$ cat src/rtl/prince_prng_pkg.sv
// Shared definitions for the PRINCE randomness source: lane geometry,
// per-lane constants, LFSR taps, FSM encoding and the unrolled advance.
package prince_prng_pkg;

  localparam int N_LANES       = 11;
  localparam int LANE_W        = 32;
  localparam int STEPS_PER_ADV = 32;

  // Taps of x^32 + x^22 + x^2 + x + 1 expressed as bit positions of the state
  localparam int TAP_A = 31;
  localparam int TAP_B = 21;
  localparam int TAP_C = 1;
  localparam int TAP_D = 0;

  // Element i is the constant for lane i (element 0 in the low word)
  localparam logic [N_LANES-1:0][LANE_W-1:0] LANE_C = {
    32'hC0AC29B7, 32'hBE5466CF, 32'h34E90C6C, 32'h452821E6,
    32'h38D01377, 32'h082EFA98, 32'hEC4E6C89, 32'hA4093822,
    32'h299F31D0, 32'h13198A2E, 32'h03707344
  };

  typedef enum logic [1:0] {
    ST_IDLE   = 2'd0,
    ST_WARMUP = 2'd1,
    ST_RUN    = 2'd2
  } state_t;

  // One advance: STEPS_PER_ADV Fibonacci shifts, feedback enters at bit 0
  function automatic logic [LANE_W-1:0] lfsr_advance(input logic [LANE_W-1:0] s);
    logic [LANE_W-1:0] v;
    v = s;
    for (int k = 0; k < STEPS_PER_ADV; k++) begin
      v = {v[LANE_W-2:0], v[TAP_A] ^ v[TAP_B] ^ v[TAP_C] ^ v[TAP_D]};
    end
    return v;
  endfunction

endpackage

$ cat src/rtl/prince_prng_lane.sv
// One 32-bit LFSR lane: seed load with zero substitution, a fully unrolled
// 32-step advance, and (with PRINCE_PRNG_HEALTH_EN) a stuck/zero detector.
module prince_lfsr_lane
  import prince_prng_pkg::*;
#(
  parameter logic [LANE_W-1:0] LANE_CONST = 32'h00000001
) (
  input  logic              clk,
  input  logic              rst_n,
  input  logic              load,
  input  logic              adv,
  input  logic [LANE_W-1:0] seed_word,
  output logic [LANE_W-1:0] lane,
  output logic              fault
);

  logic [LANE_W-1:0] mixed;
  logic [LANE_W-1:0] seeded;
  logic [LANE_W-1:0] stepped;

  // An all-zero state would lock the LFSR, so fall back to the lane constant
  assign mixed   = seed_word ^ LANE_CONST;
  assign seeded  = (mixed == '0) ? LANE_CONST : mixed;
  assign stepped = lfsr_advance(lane);

  // Lane state: load has priority over advance
  always_ff @(posedge clk) begin
    if (!rst_n) begin
      lane <= '0;
    end else if (load) begin
      lane <= seeded;
    end else if (adv) begin
      lane <= stepped;
    end
  end

`ifdef PRINCE_PRNG_HEALTH_EN
  // A healthy maximal-length LFSR never maps onto itself and never reaches zero
  assign fault = (stepped == lane) || (lane == '0);
`else
  assign fault = 1'b0;
`endif

endmodule

$ cat src/rtl/prince_prng.sv
// Fresh-randomness source for the masked PRINCE datapath: 11 LFSR lanes,
// seeded over valid/ready, warmed up WARMUP advances, then advanced by rnd_en.
// Optional health monitor enabled by defining PRINCE_PRNG_HEALTH_EN.
module prince_prng
  import prince_prng_pkg::*;
#(
  parameter int WARMUP = 32
) (
  input  logic         clk,
  input  logic         rst_n,
  input  logic         seed_valid,
  output logic         seed_ready,
  input  logic [127:0] seed_in,
  input  logic         rnd_en,
  output logic         rnd_valid,
  output logic [287:0] prng_out,
  output logic [63:0]  mask_out,
  output logic         health_fail
);

  localparam logic [7:0] WARMUP_LAST = 8'(WARMUP - 1);

  state_t            state;
  logic [7:0]        warm_cnt;
  logic [LANE_W-1:0] lane_q [N_LANES];
  logic [N_LANES-1:0] lane_fault;
  logic              seed_take;
  logic              any_fault;
  logic              health_q;
  logic              lane_adv;

  assign seed_take = seed_valid && seed_ready;
  assign any_fault = |lane_fault;

  // Warm-up advances unconditionally; in RUN only on request and while healthy
  assign lane_adv = !seed_take &&
                    ((state == ST_WARMUP) ||
                     ((state == ST_RUN) && rnd_en && !health_q && !any_fault));

  for (genvar i = 0; i < N_LANES; i++) begin : g_lane
    prince_lfsr_lane #(
      .LANE_CONST(LANE_C[i])
    ) u_lane (
      .clk      (clk),
      .rst_n    (rst_n),
      .load     (seed_take),
      .adv      (lane_adv),
      .seed_word(seed_in[32*(i%4) +: 32]),
      .lane     (lane_q[i]),
      .fault    (lane_fault[i])
    );
  end

  // Control FSM with registered seed_ready / rnd_valid
  always_ff @(posedge clk) begin
    if (!rst_n) begin
      state      <= ST_IDLE;
      warm_cnt   <= '0;
      seed_ready <= 1'b1;
      rnd_valid  <= 1'b0;
    end else begin
      case (state)
        ST_IDLE: begin
          if (seed_take) begin
            state      <= ST_WARMUP;
            warm_cnt   <= '0;
            seed_ready <= 1'b0;
          end
        end
        ST_WARMUP: begin
          warm_cnt <= warm_cnt + 8'd1;
          if (warm_cnt == WARMUP_LAST) begin
            state      <= ST_RUN;
            seed_ready <= 1'b1;
            rnd_valid  <= 1'b1;
          end
        end
        ST_RUN: begin
          if (seed_take) begin
            state      <= ST_WARMUP;
            warm_cnt   <= '0;
            seed_ready <= 1'b0;
            rnd_valid  <= 1'b0;
          end else if (health_q || any_fault) begin
            rnd_valid <= 1'b0;
          end
        end
        default: begin
          state      <= ST_IDLE;
          seed_ready <= 1'b1;
          rnd_valid  <= 1'b0;
        end
      endcase
    end
  end

`ifdef PRINCE_PRNG_HEALTH_EN
  // Sticky alarm: set by a fault seen in RUN, cleared only by reset or a new seed
  always_ff @(posedge clk) begin
    if (!rst_n) begin
      health_q <= 1'b0;
    end else if (seed_take) begin
      health_q <= 1'b0;
    end else if ((state == ST_RUN) && any_fault) begin
      health_q <= 1'b1;
    end
  end
`else
  assign health_q = 1'b0;
`endif

  assign health_fail = health_q;

  // Randomness is only exposed while rnd_valid is high
  always_comb begin
    prng_out = '0;
    mask_out = '0;
    if (rnd_valid) begin
      for (int i = 0; i < 9; i++) begin
        prng_out[32*i +: 32] = lane_q[i];
      end
      mask_out = {lane_q[10], lane_q[9]};
    end
  end

endmodule

$ cat config.mk
export PLATFORM = sky130hd
export DESIGN_NAME = prince_prng
export DESIGN_NICKNAME = d
export VERILOG_FILES = /design/src/rtl/prince_prng_pkg.sv /design/src/rtl/prince_prng_lane.sv /design/src/rtl/prince_prng.sv
export SDC_FILE = /design/constraint.sdc
export NUM_CORES = 1
export LEC_CHECK = 0
export BUFFER_PORTS_ARGS = -buffer_cell sky130_fd_sc_hd__buf_4
export CORE_ASPECT_RATIO = 0.9
export CORE_MARGIN = 2
export CORE_UTILIZATION = 45
export CTS_CLUSTER_DIAMETER = 120
export DETAILED_ROUTE_END_ITERATION = 7
export PLACE_DENSITY = 0.76
export SYNTH_ARGS = -nofsm -noshare
export SYNTH_HDL_FRONTEND = slang
export SYNTH_SLANG_ARGS = --single-unit
$ cat constraint.sdc
create_clock -name clk -period 4.4 [get_ports clk]
set_clock_uncertainty 0.1 [all_clocks]
set_input_delay 0.66 -clock clk [delete_from_list [all_inputs] [get_ports clk]]
set_output_delay 0.66 -clock clk [all_outputs]
set_load 0.05 [all_outputs]
==> impl_metrics.tcl <==
set metrics [dict create \
    result_of_the_run "finished clean" \
    firstDrtPassIters 6 \
    post_drt_via_cell_ratio 5.865 \
    synth_compound_area_share_pct 13.98 \
    postRouteAntennaNets 0 \
    post_synth_mux_area_share_pct 0.1293 \
    synthMostInstantiatedCell "sky130_fd_sc_hd__xnor2_1" \
    num_vias 28130 \
    boundary_pin_count 487 \
    cts.clk_slew.worst_paths_ns 0.06 \
    core-area_sq_um 68320 \
    max_clock_freq_ghz 0.2507 \
    post_drt_wl_per_cell_um 25.08 \
    final_layout_size_suffix_gt1_share_pct 17.43 \
    synth_fp_nets 3672 \
    cap_violations 0 \
    numPortBuffers 485 \
    timing_hold_violations_final 0 \
    timing_worst_slew_pin_value_ns 1.206 \
    post_synth_most_frequent_cells "737 x sky130_fd_sc_hd__xnor2_1, 364 x sky130_fd_sc_hd__dfxtp_1, 360 x sky130_fd_sc_hd__and2_1" \
    cpMaxStageDelayCell "sky130_fd_sc_hd__xnor3_2" \
    synth_top_family_by_area "XOR/XNOR gates" \
    grt_remaining_overflow 0 \
    cells_along_the_critical_path "xnor3_2 > xnor3_2 > xnor3_2 > xnor3_2 > xnor2_4 > xnor3_1 > xor2_1 > a211oi_2 > a31o_1" \
    grt_start_max_net_pins 112 \
    critical_path.most_common_cell "sky130_fd_sc_hd__xnor3_2" \
    timing.slew.headroom_pct 19.25 \
    cp_slowest_stage_delay_ns 0.50 \
    cts_num_sinks 364 \
    synth.ff_latch_count 364 \
    synth_xor_area_share_pct 42.83 \
    synthesis.area_sq_um 30970 \
    netlist.top_cell.by_area "sky130_fd_sc_hd__dfxtp_1" \
    die_x_um 280.5 \
    totalNegativeSetupSlack_ns 0 \
    crit_arrival_ns 4.36 \
    global_route_wire_length_before_repair_um 175400 \
    post-route-period-util_pct 90.64 \
    hold_path.class "primary input to flip-flop" \
    ys.warnings.count 0 \
    hold_path_depth 2 \
    clock_tree.root_cell "sky130_fd_sc_hd__clkbuf_16" \
    synth_async_sr_flop_share_pct 0 \
    cts-root-to-sink-buffers 3 \
    start_util_pct 45.33 \
    hpwlAfterDp_um 89840 \
    syn-mean-instance-area_sq_um 8.750 \
    fin_nets 4010 \
    area_share_of_fa_ha_maj_cells_after_synthesis_pct 0.04041 \
    global_route.usage.total_pct 32.68 \
    rsz_0062_raised_after_global_routing "false" \
    period_needed_ns 3.988 \
    synth_simple_gate_area_share_pct 16.05 \
    area_growth_pct 19.88 \
    cts_htree_levels 2 \
    cts_tree "done" \
    fin_ws_ns 0.4119 \
    yosys.cell_types.count 67 \
    holdBufCountCts 0 \
    worstRegToRegCells 9 \
    ys_seq_area_share_pct 23.53 \
    finalWeightedCongestion 1.017 \
    endpoint_kind "flip-flop" \
    placementRows 91 \
    die_area_sq_um 70930 \
    antenna_found_initial 4 \
    synth_ff_type "sky130_fd_sc_hd__dfxtp_1" \
    clock_latency_ns 0.59 \
    slew_violations 0 \
    path_class "flip-flop to flip-flop" \
    drtIter0Drc 2911 \
    synth_top_area_share_pct 23.53 \
    synth.area.top_cells "sky130_fd_sc_hd__dfxtp_1 24%, sky130_fd_sc_hd__xnor2_1 21%, sky130_fd_sc_hd__xnor3_1 9.5%, sky130_fd_sc_hd__xor2_1 8.4%, sky130_fd_sc_hd__and2_1 7.3%" \
    die_h_um 252.9 \
    synth-edff-count 0 \
    startpoint_type "flip-flop" \
    worstPathRequired_ns 4.78 \
    netlist_instances 3539 \
    vias_in_the_first_global_route 26800 \
    timing.final.setup_violations 0 \
    cts_setup_buffers 0 \
    max_fanout_on_critical_path 6 \
    post-route-drc-count 0 \
    cts_made_buffers 46 \
    post_cts.resized_instances 0 \
    dp_slack_ns 0.4652 \
    fillCellCount 6393 \
    route.final.wire_length_um 120300 \
]
==> state kept, by name, summed over array words and instances, names as in the netlist <==
signal              count
g_lane.u_lane.lane    352
rnd_valid               1
seed_ready              1
state                   2
warm_cnt                8
==> final cells by class <==
| cell class | count | area, sq um | area share, % |
|---|---|---|---|
| Multi-Input combinational cell | 2900 | 22660 | 61.05 |
| Clock buffer | 64 | 1343 | 3.617 |
| Timing Repair Buffer | 561 | 4362 | 11.75 |
| Sequential cell | 364 | 7291 | 19.64 |
| Antenna cell | 2 | 5.005 | 0.01348 |
| Clock inverter | 19 | 332.8 | 0.8966 |
| Tap cell | 883 | 1105 | 2.976 |
| Inverter | 4 | 20.02 | 0.05393 |
==> kinds of logic (layout without fill, tap and decap cells) <==
kind of cell | after synthesis | in the layout
xor+xnor | 1224 | 1224
flops | 364 | 364
mux | 4 | 4
simple gates | 968 | 968
other cells | 1 | 3
buf+inv | 275 | 648
compound gates | 702 | 702
fa+ha+maj | 1 | 1
==> placed cells by master, fill, tap and decap left out, drive strengths merged, types with 140 or more instances in the layout <==
cell	netlist	routed
and2	360	360
xnor2	752	752
a21oi	268	268
nand2	203	203
buf	29	561
xor2	302	302
o21ai	180	180
nor2	260	260
xnor3	140	140
dfxtp	364	364
==> final timing paths <==
check	end	start	slack [ns]
worst max-delay path	g_lane[6].u_lane.lane[3]	g_lane[6].u_lane.lane[1]	0.41
worst min-delay path	g_lane[4].u_lane.lane[30]	seed_in[30]	0.20
worst max register to register	g_lane[6].u_lane.lane[3]	g_lane[6].u_lane.lane[1]	0.41
worst min register to register	g_lane[4].u_lane.lane[22]	g_lane[4].u_lane.lane[22]	0.39
==> per-layer routing <==
layer,GRT usage (%),part of all wire [%],vias up,wire (um)
li1,-,-,12620,-
met1,42.21,39,13490,47060
met2,51.50,45,1663,53680
met3,7.132,11,355,12760
met4,16.33,5.7,2,6810
met5,0,0.0083,-,10
==> worst max-delay path: cells and delay by family (launching register included) <==
kind	cells	cell delay, ns
AOI/OAI and AO/OA	2	0.32
DFF	1	0.47
xor gates and xnor gates	7	2.98
==> stage by stage <==
| stage | util [%] | cells | cell area (sq um) | hold slack [ns] |
|---|---|---|---|---|
| 5_1_grt | 54.33 | 4795 | 37120 | 0.2099 |
| 3_5_place_dp | 51.88 | 4712 | 35440 | 0.3762 |
| 4_1_cts | 54.33 | 4795 | 37120 | 0.1704 |
| 2_1_floorplan | - | 3539 | 30970 | 0.3518 |
| 6_report | 54.34 | 4797 | 37120 | 0.1969 |
| 3_3_place_gp | 51.88 | 4712 | 35440 | 0.3687 |
Power is left out: the tool's default activity adds up to more than one toggle a clock period on the data nets, which glitch-free logic cannot reach.
